<file path="src/rtl/fetch_pkg.sv">
// Shared types and constants for the instruction-fetch AXI read master.
package fetch_pkg;

  typedef struct packed {
    logic [39:0] pc;
    logic [3:0]  offset;
    logic        err;
  } fifo_fetch_to_decode_param_t;

  localparam logic [1:0] BURST_INCR      = 2'b01;
  localparam logic [1:0] RESP_OKAY       = 2'b00;
  localparam logic [3:0] ARCACHE_DEFAULT = 4'b0011;
  localparam logic [2:0] ARPROT_DEFAULT  = 3'b100;

  localparam logic [2:0] ST_INIT        = 3'd0;
  localparam logic [2:0] ST_IDLE        = 3'd1;
  localparam logic [2:0] ST_AR          = 3'd2;
  localparam logic [2:0] ST_R           = 3'd3;
  localparam logic [2:0] ST_FLUSH_DRAIN = 3'd4;
  localparam logic [2:0] ST_ERROR       = 3'd5;

endpackage

</file>
<file path="src/rtl/fetch_line_fifo.sv">
// Synchronous line FIFO with registered read port, occupancy count and clear.
module fetch_line_fifo #(
  parameter int unsigned DEPTH = 8,
  parameter int unsigned WIDTH = 173
) (
  input  logic                     clk,
  input  logic                     rst_n,
  input  logic                     clear,
  input  logic                     push,
  input  logic [WIDTH-1:0]         push_data,
  input  logic                     pop,
  output logic                     rd_valid,
  output logic [WIDTH-1:0]         rd_data,
  output logic [$clog2(DEPTH):0]   count
);

  localparam int unsigned PTR_W = $clog2(DEPTH);
  localparam int unsigned CNT_W = PTR_W + 1;

  logic [WIDTH-1:0] mem [DEPTH];
  logic [PTR_W-1:0] wr_ptr, rd_ptr;
  logic             do_push, do_pop;

  assign do_push = push && !clear && (count != CNT_W'(DEPTH));
  assign do_pop  = pop && !clear && (count != '0);

  // Storage is not reset; the pointers define what is valid.
  always_ff @(posedge clk) begin
    if (do_push) mem[wr_ptr] <= push_data;
  end

  always_ff @(posedge clk or negedge rst_n) begin
    if (!rst_n) begin
      wr_ptr   <= '0;
      rd_ptr   <= '0;
      count    <= '0;
      rd_valid <= 1'b0;
      rd_data  <= '0;
    end else begin
      rd_valid <= do_pop;
      if (do_pop) rd_data <= mem[rd_ptr];
      if (clear) begin
        wr_ptr <= '0;
        rd_ptr <= '0;
        count  <= '0;
      end else begin
        if (do_push) wr_ptr <= wr_ptr + PTR_W'(1);
        if (do_pop)  rd_ptr <= rd_ptr + PTR_W'(1);
        count <= count + CNT_W'(do_push) - CNT_W'(do_pop);
      end
    end
  end

endmodule

</file>
<file path="src/rtl/fetch_axi_master.sv">
// AXI4 burst read master filling the instruction line FIFO.
// Define FETCH_SVA_EN to compile in protocol/behaviour assertions.
module fetch_axi_master
  import fetch_pkg::*;
#(
  parameter int unsigned           ADDR_WIDTH   = 40,
  parameter int unsigned           DATA_WIDTH   = 128,
  parameter int unsigned           BURST_LENGTH = 4,
  parameter logic [ADDR_WIDTH-1:0] BOOT_ADDR    = ADDR_WIDTH'(40'h0000_0001_0002),
  parameter int unsigned           FIFO_DEPTH   = 8
) (
  input  logic                    clk,
  input  logic                    rst_n,
  output logic                    co_error,
  output logic                    co_reset_finish,
  input  logic                    ci_pause,
  input  logic                    ci_flush_request,
  output logic                    co_flush_response,
  input  logic [ADDR_WIDTH-1:0]   ci_addr,
  output logic [ADDR_WIDTH-1:0]   m_axi_araddr,
  output logic [7:0]              m_axi_arlen,
  output logic [2:0]              m_axi_arsize,
  output logic [1:0]              m_axi_arburst,
  output logic [3:0]              m_axi_arcache,
  output logic [2:0]              m_axi_arprot,
  output logic [3:0]              m_axi_arqos,
  output logic [3:0]              m_axi_arregion,
  output logic                    m_axi_arvalid,
  input  logic                    m_axi_arready,
  input  logic [DATA_WIDTH-1:0]   m_axi_rdata,
  input  logic [1:0]              m_axi_rresp,
  input  logic                    m_axi_rlast,
  input  logic                    m_axi_rvalid,
  output logic                    m_axi_rready,
  input  logic                    fetch_rd_en,
  output logic                    fetch_rd_valid,
  output logic [DATA_WIDTH-1:0]   fetch_instr,
  output logic [$bits(fifo_fetch_to_decode_param_t)-1:0] fetch_param,
  output logic                    fetch_empty
);

  localparam int unsigned BEAT_BYTES = DATA_WIDTH / 8;
  localparam int unsigned OFF_W      = $clog2(BEAT_BYTES);
  localparam int unsigned BEAT_W     = $clog2(BURST_LENGTH);
  localparam int unsigned BLK_W      = OFF_W + BEAT_W;
  localparam int unsigned CNT_W      = $clog2(FIFO_DEPTH) + 1;
  localparam int unsigned PARAM_W    = $bits(fifo_fetch_to_decode_param_t);
  localparam int unsigned ENTRY_W    = DATA_WIDTH + PARAM_W;

  logic [2:0]            state, state_d;
  logic [ADDR_WIDTH-1:0] pc, flush_addr;
  logic [BEAT_W-1:0]     beat_idx, pc_beat;
  logic                  flush_pending, flush_req_q, flush_edge, flush_any;
  logic                  beat_c, beat_err, push_c, pop_c, clear_c, free_ok;
  logic [CNT_W-1:0]      count;
  fifo_fetch_to_decode_param_t push_param;
  logic [ENTRY_W-1:0]    push_entry, rd_entry;

  assign pc_beat    = pc[BLK_W-1:OFF_W];
  assign beat_c     = m_axi_rvalid && m_axi_rready;
  assign beat_err   = m_axi_rresp != RESP_OKAY;
  assign flush_edge = ci_flush_request && !flush_req_q;
  assign flush_any  = flush_pending || flush_edge;
  assign free_ok    = count <= CNT_W'(FIFO_DEPTH - BURST_LENGTH);
  assign pop_c      = fetch_rd_en && !ci_flush_request && !clear_c;
  assign fetch_empty = (count == '0);

  // Beats ahead of the PC line are skipped; only the first pushed beat carries the PC byte offset.
  always_comb begin
    push_param        = '0;
    push_param.pc     = 40'({m_axi_araddr[ADDR_WIDTH-1:BLK_W], beat_idx, OFF_W'(0)});
    push_param.offset = (beat_idx == pc_beat) ? 4'(pc[OFF_W-1:0]) : 4'd0;
    push_param.err    = beat_err;
  end
  assign push_entry = {m_axi_rdata, push_param};
  assign {fetch_instr, fetch_param} = rd_entry;

  always_ff @(posedge clk or negedge rst_n) begin
    if (!rst_n) state <= ST_INIT;
    else        state <= state_d;
  end

  always_comb begin
    state_d = state;
    push_c  = 1'b0;
    clear_c = 1'b0;
    case (state)
      ST_INIT: state_d = ST_IDLE;
      ST_IDLE: begin
        if (flush_pending) clear_c = 1'b1;
        else if (!ci_pause && !ci_flush_request && !co_error && free_ok) state_d = ST_AR;
      end
      ST_AR: begin
        if (m_axi_arready) state_d = flush_any ? ST_FLUSH_DRAIN : ST_R;
      end
      ST_R: begin
        push_c = beat_c && (beat_idx >= pc_beat) && !flush_any;
        if (beat_c && m_axi_rlast) state_d = (co_error || beat_err) ? ST_ERROR : ST_IDLE;
        else if (flush_any)        state_d = ST_FLUSH_DRAIN;
      end
      ST_FLUSH_DRAIN: begin
        if (beat_c && m_axi_rlast) state_d = ST_IDLE;
      end
      ST_ERROR: begin
        if (flush_pending) begin
          clear_c = 1'b1;
          state_d = ST_IDLE;
        end
      end
      default: state_d = ST_INIT;
    endcase
  end

  always_ff @(posedge clk or negedge rst_n) begin
    if (!rst_n) begin
      pc                <= BOOT_ADDR;
      flush_addr        <= '0;
      flush_pending     <= 1'b0;
      flush_req_q       <= 1'b0;
      beat_idx          <= '0;
      co_error          <= 1'b0;
      co_reset_finish   <= 1'b0;
      co_flush_response <= 1'b0;
      m_axi_araddr      <= '0;
      m_axi_arlen       <= '0;
      m_axi_arsize      <= '0;
      m_axi_arburst     <= '0;
      m_axi_arcache     <= '0;
      m_axi_arprot      <= '0;
      m_axi_arqos       <= '0;
      m_axi_arregion    <= '0;
      m_axi_arvalid     <= 1'b0;
      m_axi_rready      <= 1'b0;
    end else begin
      co_reset_finish   <= 1'b1;
      co_flush_response <= clear_c;
      flush_req_q       <= ci_flush_request;
      m_axi_arlen       <= 8'(BURST_LENGTH - 1);
      m_axi_arsize      <= 3'(OFF_W);
      m_axi_arburst     <= BURST_INCR;
      m_axi_arcache     <= ARCACHE_DEFAULT;
      m_axi_arprot      <= ARPROT_DEFAULT;
      m_axi_arqos       <= 4'd0;
      m_axi_arregion    <= 4'd0;
      m_axi_arvalid     <= (state_d == ST_AR);
      m_axi_rready      <= (state_d == ST_R) || (state_d == ST_FLUSH_DRAIN);

      if (flush_edge) begin
        flush_pending <= 1'b1;
        flush_addr    <= ci_addr;
      end else if (clear_c) begin
        flush_pending <= 1'b0;
      end

      if (state == ST_IDLE && state_d == ST_AR)
        m_axi_araddr <= {pc[ADDR_WIDTH-1:BLK_W], BLK_W'(0)};

      if (state == ST_AR)  beat_idx <= '0;
      else if (beat_c)     beat_idx <= beat_idx + BEAT_W'(1);

      if (clear_c) begin
        pc       <= flush_addr;
        co_error <= 1'b0;
      end else begin
        if (state == ST_R && beat_c && m_axi_rlast)
          pc <= {m_axi_araddr[ADDR_WIDTH-1:BLK_W] + (ADDR_WIDTH-BLK_W)'(1), BLK_W'(0)};
        if (beat_c && beat_err) co_error <= 1'b1;
      end
    end
  end

  fetch_line_fifo #(
    .DEPTH (FIFO_DEPTH),
    .WIDTH (ENTRY_W)
  ) u_fifo (
    .clk       (clk),
    .rst_n     (rst_n),
    .clear     (clear_c),
    .push      (push_c),
    .push_data (push_entry),
    .pop       (pop_c),
    .rd_valid  (fetch_rd_valid),
    .rd_data   (rd_entry),
    .count     (count)
  );

`ifdef FETCH_SVA_EN
  ar_stable_a: assert property (@(posedge clk) disable iff (!rst_n)
    m_axi_arvalid && !m_axi_arready |=> m_axi_arvalid && $stable(m_axi_araddr)
      && $stable(m_axi_arlen) && $stable(m_axi_arsize) && $stable(m_axi_arburst));
  no_push_full_a: assert property (@(posedge clk) disable iff (!rst_n)
    !(push_c && count == CNT_W'(FIFO_DEPTH)));
  rvalid_state_a: assert property (@(posedge clk) disable iff (!rst_n)
    m_axi_rvalid |-> (state == ST_R || state == ST_FLUSH_DRAIN));
  flush_pulse_a: assert property (@(posedge clk) disable iff (!rst_n)
    co_flush_response |=> !co_flush_response);
`endif

endmodule

</file>
<file path="config.mk">
export PLATFORM = sky130hd
export DESIGN_NAME = fetch_axi_master
export DESIGN_NICKNAME = d
export VERILOG_FILES = /design/src/rtl/fetch_pkg.sv /design/src/rtl/fetch_line_fifo.sv /design/src/rtl/fetch_axi_master.sv
export SDC_FILE = /design/constraint.sdc
export NUM_CORES = 2
export LEC_CHECK = 0
export ABC_AREA = 1
export CORE_UTILIZATION = 50
export DETAILED_ROUTE_END_ITERATION = 6
export PLACE_DENSITY = 0.69
export SYNTH_ARGS = -nofsm -noshare
export SYNTH_HDL_FRONTEND = slang
export SYNTH_SLANG_ARGS = --single-unit
</file>
<file path="constraint.sdc">
create_clock -name clk -period 52.2 [get_ports clk]
set_input_delay 15.66 -clock clk [delete_from_list [all_inputs] [get_ports clk]]
set_output_delay 15.66 -clock clk [all_outputs]
set_load 0.03 [all_outputs]
</file>
==> results.json <==
{
  "r2r_slack_ns": 47.48,
  "ys.flop_type": "edfxtp_1",
  "fmax_mhz": 50.7,
  "synth_common_cells": "1352 x edfxtp_1, 750 x nor2_1, 681 x o21ai_0",
  "grt_max_degree": 225,
  "holdPathStages": 2,
  "syn_inst": 4857,
  "ys_seq_area_share_pct": 74.7,
  "clk-insertion-delay-late_ns": 0.81,
  "fin_setup_tns_ns": 0,
  "gp_congestion": 0.850,
  "yosys.area.top_type": "edfxtp_1",
  "use_met2_pct": 38.8,
  "p_leak_nw": 25.9,
  "rr_startpoint": "flush_req_q",
  "detail-route-antenna-nets": 0,
  "utilization_pct": 58.4,
  "holdPathEnd": "u_fifo.rd_data[101]",
  "grt_antenna_before_repair": 16,
  "rows": 131,
  "p_per_area_nw_per_um2": 52.8,
  "crit_fanout": 63,
  "fp.dieH_um": 362,
  "ys_ff_latch": 1658,
  "nets": 5295,
  "ctsResizeCount": 0,
  "post_cts_buffers": 0,
  "crit_path_end_kind": "flop",
  "cts_sinks": 1658,
  "via_per_inst": 5.89,
  "max_slew.worst_pin.slew_ns": 1.32,
  "io_pins": 426,
  "place_inst": 6598,
  "drtIter0Drc": 4132,
  "drv_cap": 0,
  "final.setup_skew_ns": 0.0366,
  "ys.warnings.count": 0,
  "drc": 0,
  "die-area_um2": 131000,
  "synthDistinctLibCells": 42,
  "holdBufCountCts": 0,
  "start_kind": "primary input",
  "gr-usage-met3_pct": 5.28,
  "status": "completed",
  "setup_viol": 0,
  "post_layout_nonfiller_instances": 6917,
  "start_util_pct": 50.5,
  "syn_avg_cell_area_um2": 13.3,
  "final_layout_size_suffix_gt1_share_pct": 7.13,
  "max-vdd-ir-drop_mv": 0.0423,
  "firstDrtPassIters": 6,
  "wl_per_cell_um": 23.2,
  "finalCriticalPeriod_ns": 19.73,
  "hold_start": "u_fifo.rd_data[101]",
  "numCtsBuffers": 166,
  "path_clk_slew_ns": 0.06,
  "rsz0062_at_grt": "false",
  "r2r-end": "u_fifo.mem[6][139]",
  "grt_pass1_wl_um": 243000,
  "worstPathRequired_ns": 52.61,
  "grt_pass1_vias": 40000,
  "clockRootBuffer": "clkbuf_16",
  "async_flop_share_pct": 18.5,
  "clk_path_buf_depth": 3,
  "finalHoldViolations": 0,
  "top_usage_layer": "met2",
  "routed_wl_um": 160000,
  "synth_area_leaders": "edfxtp_1 63%, dfrtp_1 12%, o21ai_0 5.3%",
  "synth_most_common_cell": "edfxtp_1",
  "track_usage_pct": 24.3,
  "postLayoutCellArea_um2": 74700,
  "die_x_um": 362,
  "core-area_um2": 128000,
  "dp_hpwl_um": 82100,
  "grtUsageMet1_pct": 33.4,
  "synthesis.area_um2": 64600,
  "grt_overflow": 0,
  "worstRegToRegCells": 11,
  "io_buffers": 394,
  "placed_cell_area_um2": 69200,
  "synth_edf_count": 1352,
  "hp-class": "reg2reg",
  "period_share_pct": 37.8,
  "cp.arrival_ns": 20.14,
  "htreeDepth": 4,
  "yosysTopAreaCellShare_pct": 62.8,
  "cts_tree": "built",
  "finalMaxSlewViolations": 0,
  "slew-limit-headroom_pct": 12.2,
  "critical_path_class": "in2reg",
  "syn_to_final_growth_pct": 15.5,
  "vias": 40700
}
-- how the worst max path moves through the flow --
stage / start / depth (start not counted) / to
after detailed placement: ci_flush_request / 11 / u_fifo.mem[6][152]
final: ci_flush_request / 11 / u_fifo.mem[6][139]
after floorplan: ci_flush_request / 5 / u_fifo.mem[1][0]
after global placement: ci_flush_request / 11 / u_fifo.mem[6][139]
after global routing: ci_flush_request / 11 / u_fifo.mem[6][114]
after CTS: ci_flush_request / 11 / u_fifo.mem[6][138]
-- metal layers --
metal / vias up / part of all wire [%]
met3: 282 / 7.9
met2: 1615 / 47
met1: 20500 / 42
met5: - / 0.086
met4: 20 / 2.5
li1: 18300 / -
-- through the flow --
| stage | hold slack (ns) | power, mW | setup WS (ns) |
|---|---|---|---|
| floorplan | 0.448 | 2.39 | 19.07 |
| global placement | 0.464 | 2.77 | 31.70 |
| detailed placement | 0.465 | 2.79 | 31.57 |
| CTS | 0.481 | 3.97 | 32.41 |
| global route | 0.495 | 4.12 | 32.11 |
| finish | 0.476 | 3.94 | 32.47 |
-- state kept, by name (all words and copies together) (netlist names) --
| name | count |
|---|---|
| state | 3 |
| m_axi_arprot | 1 |
| flush_req_q | 1 |
| co_flush_response | 1 |
| u_fifo.rd_valid | 1 |
| flush_pending | 1 |
| pc | 40 |
| flush_addr | 40 |
| m_axi_araddr | 34 |
| u_fifo.mem | 1352 |
| u_fifo.rd_ptr | 3 |
| co_error | 1 |
| m_axi_arvalid | 1 |
| m_axi_rready | 1 |
| u_fifo.wr_ptr | 3 |
| beat_idx | 2 |
| u_fifo.count | 4 |
| u_fifo.rd_data | 169 |
-- cell families (layout without fill, tap and decap cells) --
group                      count (synthesis)  count (layout)  share of synthesized area [%]
muxes                                     53              53                          0.924
xor gates and xnor gates                  17              17                          0.230
adders and majority gates                 13              13                          0.263
DFF                                     1658            1658                           74.7
other                                      2              38                         0.0116
AOI/OAI and AO/OA                       1085            1085                           10.4
buffers and inverters                    466             828                           3.71
and+or+nand+nor                         1563            1563                           9.74
-- power by group --
| group | internal (mW) | switching (mW) |
|---|---|---|
| sequential | 1.57 | 0.140 |
| clock | 0.675 | 0.499 |
| combinational | 0.352 | 0.710 |
-- worst max-delay path: stages --
cell and delay (ns):
clkdlybuf4s50_1 0.47, nand2_2 0.09, buf_4 0.43, nand2_1 0.14, a21oi_1 0.17, nand3_2 0.18, inv_1 0.19, nand2_2 0.13
nor3_2 0.74, buf_4 1.00, buf_4 0.85
-- layout make-up --
cell class | instances | area [um2]
Sequential cell | 1658 | 48300
Antenna cell | 6 | 15.0
Clock buffer | 244 | 4740
Inverter | 74 | 303
Multi-Input combinational cell | 2763 | 14100
Timing Repair Buffer | 441 | 4430
Fill cell | 9819 | 53200
Tap cell | 1662 | 2080
Clock inverter | 69 | 692
-- cell usage in the layout, fill, tap and decap left out, types with 9 or more instances in the layout --
cell                n
edfxtp_1         1352
clkbuf_16         171
xor2_1              9
ha_1               12
clkbuf_8           19
o221ai_1          344
o21ai_1            40
nand3b_1           12
dfrtp_1           301
mux2_2             53
conb_1             32
nand3_1           205
nand2_1           563
inv_1              65
clkbuf_1           54
clkinv_1           24
nor2_1            750
buf_4              37
buf_12             10
o21ai_0           681
clkinv_2           16
clkdlybuf4s50_1   393
(Power assumes the default switching activity.)
